<file path="src/rtl/mem_port_arbiter.sv">
// Shares one memory bus between instruction fetch (I) and load/store (D).
// D has priority with a starvation guard for I; responses are routed back in order via a tag FIFO.
module mem_port_arbiter #(
  parameter int unsigned AW           = 32,
  parameter int unsigned DW           = 32,
  parameter int unsigned MAX_OUT      = 2,
  parameter int unsigned STARVE_LIMIT = 4
) (
  input  logic            clk,
  input  logic            rst,
  input  logic            i_valid_i,
  output logic            i_ready_o,
  input  logic [AW-1:0]   i_addr_i,
  input  logic            d_valid_i,
  output logic            d_ready_o,
  input  logic [AW-1:0]   d_addr_i,
  input  logic            d_we_i,
  input  logic [DW-1:0]   d_wdata_i,
  input  logic [DW/8-1:0] d_wstrb_i,
  output logic            m_valid_o,
  input  logic            m_ready_i,
  output logic [AW-1:0]   m_addr_o,
  output logic            m_we_o,
  output logic [DW-1:0]   m_wdata_o,
  output logic [DW/8-1:0] m_wstrb_o,
  input  logic            m_rvalid_i,
  input  logic [DW-1:0]   m_rdata_i,
  output logic            i_rvalid_o,
  output logic            d_rvalid_o,
  output logic [DW-1:0]   rdata_o,
  output logic            err_o
);

  localparam int unsigned CW = $clog2(MAX_OUT + 1);
  localparam int unsigned PW = (MAX_OUT > 1) ? $clog2(MAX_OUT) : 1;
  localparam int unsigned TW = $clog2(STARVE_LIMIT + 1);

  logic [CW-1:0]      out_cnt;
  logic [TW-1:0]      starve_cnt;
  logic [MAX_OUT-1:0] tag_mem;
  logic [PW-1:0]      wr_ptr;
  logic [PW-1:0]      rd_ptr;
  logic               cke;
  logic               allow;
  logic               starved;
  logic               win_i;
  logic               win_d;
  logic               accept;
  logic               pop;
  logic               head_tag;

  function automatic logic [PW-1:0] ptr_inc(input logic [PW-1:0] p);
    return (p == PW'(MAX_OUT - 1)) ? '0 : p + PW'(1);
  endfunction

  // Grant decision; capacity uses the pre-update outstanding count.
  always_comb begin
    cke      = ~m_valid_o | m_ready_i;
    allow    = cke && (out_cnt < CW'(MAX_OUT));
    starved  = (starve_cnt == TW'(STARVE_LIMIT)) && i_valid_i;
    win_i    = allow && i_valid_i && (starved || !d_valid_i);
    win_d    = allow && d_valid_i && !starved;
    accept   = win_i | win_d;
    head_tag = tag_mem[rd_ptr];
    pop      = m_rvalid_i && (out_cnt != '0);
  end

  assign i_ready_o  = win_i;
  assign d_ready_o  = win_d;
  assign i_rvalid_o = pop & ~head_tag;
  assign d_rvalid_o = pop & head_tag;
  assign rdata_o    = m_rdata_i;

  always_ff @(posedge clk) begin
    if (rst) begin
      m_valid_o  <= 1'b0;
      m_addr_o   <= '0;
      m_we_o     <= 1'b0;
      m_wdata_o  <= '0;
      m_wstrb_o  <= '0;
      tag_mem    <= '0;
      wr_ptr     <= '0;
      rd_ptr     <= '0;
      out_cnt    <= '0;
      starve_cnt <= '0;
      err_o      <= 1'b0;
    end else begin
      // Bus request register: holds while the bus stalls it.
      if (cke) begin
        m_valid_o <= accept;
        if (win_d) begin
          m_addr_o  <= d_addr_i;
          m_we_o    <= d_we_i;
          m_wdata_o <= d_wdata_i;
          m_wstrb_o <= d_wstrb_i;
        end else if (win_i) begin
          m_addr_o  <= i_addr_i;
          m_we_o    <= 1'b0;
          m_wdata_o <= '0;
          m_wstrb_o <= '0;
        end
      end
      if (accept) begin
        tag_mem[wr_ptr] <= win_d;
        wr_ptr          <= ptr_inc(wr_ptr);
      end
      if (pop) begin
        rd_ptr <= ptr_inc(rd_ptr);
      end
      if (accept && !pop) begin
        out_cnt <= out_cnt + CW'(1);
      end else if (!accept && pop) begin
        out_cnt <= out_cnt - CW'(1);
      end
      if (win_d && i_valid_i) begin
        if (starve_cnt != TW'(STARVE_LIMIT)) begin
          starve_cnt <= starve_cnt + TW'(1);
        end
      end else if (win_i) begin
        starve_cnt <= '0;
      end
      if (m_rvalid_i && (out_cnt == '0)) begin
        err_o <= 1'b1;
      end
    end
  end

endmodule
</file>
<file path="config.mk">
export PLATFORM = sky130hd
export DESIGN_NAME = mem_port_arbiter
export DESIGN_NICKNAME = d
export VERILOG_FILES = /design/src/rtl/mem_port_arbiter.sv
export SDC_FILE = /design/constraint.sdc
export NUM_CORES = 1
export LEC_CHECK = 0
export BUFFER_PORTS_ARGS = -buffer_cell sky130_fd_sc_hd__buf_4
export CORE_MARGIN = 2
export CORE_UTILIZATION = 42
export CTS_CLUSTER_SIZE = 16
export DETAILED_ROUTE_END_ITERATION = 10
export PLACE_DENSITY = 0.81
export SLEW_MARGIN = 20
export SYNTH_ARGS = -nofsm -noshare
export SYNTH_HDL_FRONTEND = slang
export SYNTH_SLANG_ARGS = --single-unit
</file>
<file path="constraint.sdc">
create_clock -name clk -period 2.78 [get_ports clk]
set_input_delay 0.556 -clock clk [delete_from_list [all_inputs] [get_ports clk]]
set_output_delay 0.556 -clock clk [all_outputs]
set_load 0.005 [all_outputs]
</file>
==> results_dict.tcl <==
set metrics [dict create \
    finalNetCount 672 \
    wl_per_cell_um 15.0 \
    clock-sinks 80 \
    routed.top_layer "met4" \
    hp-start "i_addr_i[29]" \
    max_freq_mhz 460 \
    r2r_start "starve_cnt[0]" \
    period_needed_ps 2170 \
    syn_area_mm2 0.00357 \
    cp_max_fo 25 \
    grt_pass1_wl_um 14500 \
    seqCellArea_mm2 0.00160 \
    relSlewSlack_pct 40.1 \
    status "finished, final reports clean" \
    setup_viol 0 \
    rows 33 \
    cp.required_ps 2220 \
    h-tree-depth 3 \
    multi_input_area_mm2 0.00145 \
    synth_top_area_share_pct 44.8 \
    setup-tns-final_ps 0 \
    synth_common_cells "80 x dfxtp_1, 66 x nor2_1, 38 x a22oi_1" \
    p_leak_nw 2.20 \
    yosysSeqAreaShare_pct 44.8 \
    n_fill_cell 730 \
    drive_above_1_share_pct 41.7 \
    initial_core_util_pct 43.5 \
    synth_edf_count 0 \
    synthMostInstantiatedCell "dfxtp_1" \
    grt.total_usage_pct 19.9 \
    reg2reg_setup_slack_ps 930 \
    cp.arrival_ps 1620 \
    regToRegEndpoint "m_addr_o[11]" \
    start_kind "flip-flop" \
    clk_latency_ps 340 \
    netlist_instances 397 \
    cp_top_family "buffers and inverters" \
    port_buffers 181 \
    crit_slowest_cell "dfxtp_1" \
    crit_path_end_kind "output pin" \
    hold_path.class "input port to flip-flop" \
    yosys.area.top_type "dfxtp_1" \
    synth_nets 539 \
    finalHoldViolCount 0 \
    hpwl_um 6810 \
    cts_tree "built" \
    antenna_cells 0 \
    wl_met1_um 3810 \
    boundaryPins 246 \
    ant_nets 0 \
    ir_drop_mv 0.447 \
    wl_met2_um 4800 \
    synth_cell_types 31 \
    ys_seq_elements 80 \
    fin_skew_ps 14.1 \
    die_x_um 96.2 \
    syn_to_final_growth_pct 38.1 \
    cts_buffer_depth 2 \
    synth_flop_cell "dfxtp_1" \
    detail_route.vias_per_cell 5.11 \
    wl_um 9600 \
    post-route-util_pct 60.0 \
    wl_met3_um 899 \
    drt_iter0_drc 115 \
    dieHeight_um 96.2 \
    path_clk_slew_ps 80 \
    first_global_vias 3167 \
    yosys-top-cells-area "dfxtp_1 45%, a22oi_1 8.0%, buf_4 7.4%" \
    maxCapViolations 0 \
    post_cts_resized 0 \
    async_flop_share_pct 0 \
    cts_root_buffer "clkbuf_8" \
    synth-warning-count 0 \
    rsz0062_at_grt "false" \
    period_share_pct 78.2 \
    grt_max_degree 81 \
    cts-buffers-inserted 9 \
    postCtsSetupRepairBufs 0 \
    hold_buffers 0 \
    path_buf_inv 3 \
    hold_path_end "m_addr_o[29]" \
    antenna_found_initial 0 \
    dr.pass1.iters 4 \
    whs_path_depth 3 \
    drcViolationCount 0 \
    place_congestion 0.763 \
    die_area_mm2 0.00926 \
    via_count 3268 \
    ff2ff_path_depth 8 \
    criticalPathCategory "flip-flop to output pin" \
    avgSynthCellArea_um2 9.00 \
    core_area_mm2 0.00822 \
    gr-total-overflow 0 \
    power.density_mw_per_mm2 796 \
    cp_cell_sequence "inv_1 -> ha_1 -> nand3_2 -> nand4_4 -> inv_4 -> buf_4" \
    worstMarginPinSlew_ps 899 \
    critPathMaxStageDelay_ps 360 \
    report.final.slew_viol_count 0 \
]
==> power breakdown <==
part	total [mW]	leakage [nW]	switching (mW)	internal [mW]
registers	1.48	0.660	0.129	1.35
logic	1.36	1.40	0.705	0.657
clock network	1.09	0.133	0.413	0.672
==> cells by family (layout without fill, tap and decap cells) <==
logic type | Yosys count | after routing | synth area share, %
simple gates | 126 | 126 | 15.7
compound gates | 103 | 103 | 22.4
flops | 80 | 80 | 44.8
buf+inv | 80 | 218 | 14.8
xor+xnor | 4 | 4 | 0.981
fa+ha+maj | 3 | 3 | 1.05
mux | 1 | 1 | 0.280
==> through the flow <==
| stage | std cells | power, mW | instance area (um^2) | worst slack (ps) | hold slack [ps] |
|---|---|---|---|---|---|
| floorplan | 397 | 2.43 | 3570 | 639 | 453 |
| global placement | 624 | 2.82 | 4670 | 607 | 460 |
| detailed placement | 624 | 2.88 | 4670 | 584 | 465 |
| CTS | 640 | 3.97 | 4930 | 573 | 451 |
| global route | 640 | 4.19 | 4930 | 444 | 443 |
| finish | 640 | 3.93 | 4930 | 606 | 463 |
==> cell type report <==
| class | instances | area share (%) |
|---|---|---|
| Sequential cell | 80 | 32.5 |
| Multi-Input combinational cell | 237 | 29.4 |
| Timing Repair Buffer | 186 | 28.8 |
| Clock buffer | 12 | 3.35 |
| Tap cell | 105 | 2.66 |
| Clock inverter | 4 | 2.00 |
| Inverter | 16 | 1.27 |
==> tightest hold or removal path, stage by stage <==
cell and delay [ps]:
buf_4 110, nand2_1 40, a211oi_1 50
==> flip-flops by register name (all words and copies together) (netlist names) <==
| signal | cells |
|---|---|
| m_addr_o | 32 |
| m_wdata_o | 32 |
| m_wstrb_o | 4 |
| starve_cnt | 3 |
| out_cnt | 2 |
| tag_mem | 2 |
| err_o | 1 |
| m_valid_o | 1 |
| m_we_o | 1 |
| rd_ptr | 1 |
| wr_ptr | 1 |
==> worst max-delay path by stage <==
| stage | end | cells past startpoint | slack (ps) | startpoint |
|---|---|---|---|---|
| after floorplan | out_cnt[1] | 9 | 640 | m_ready_i |
| after global placement | out_cnt[1] | 6 | 610 | i_valid_i |
| after detailed placement | out_cnt[1] | 6 | 580 | i_valid_i |
| after CTS | d_ready_o | 6 | 570 | starve_cnt[0] |
| after global routing | d_ready_o | 6 | 440 | starve_cnt[0] |
| final | d_ready_o | 6 | 610 | starve_cnt[0] |
==> layout by cell type, fill, tap and decap left out, types with 2 or more instances in the layout <==
| cell type | count |
|---|---|
| buf_4 | 184 |
| dfxtp_1 | 80 |
| nor2_1 | 66 |
| a22oi_1 | 38 |
| a21oi_1 | 29 |
| nand2_1 | 24 |
| nor3_1 | 23 |
| a211oi_1 | 17 |
| inv_1 | 14 |
| clkbuf_8 | 12 |
| a2111oi_2 | 11 |
| xor2_1 | 4 |
| a211oi_2 | 4 |
| o21ai_0 | 3 |
| ha_1 | 3 |
| bufinv_16 | 3 |
| and2_1 | 2 |
| nor2b_1 | 2 |
| nand3_1 | 2 |
| buf_12 | 2 |
==> metal layers <==
metal	vias to the layer above	GRT usage, %
met5	-	0
met3	12	6.66
met4	0	5.71
met1	1504	22.6
li1	1610	-
met2	142	35.5
No activity file was read; power rests on OpenSTA's default activity.
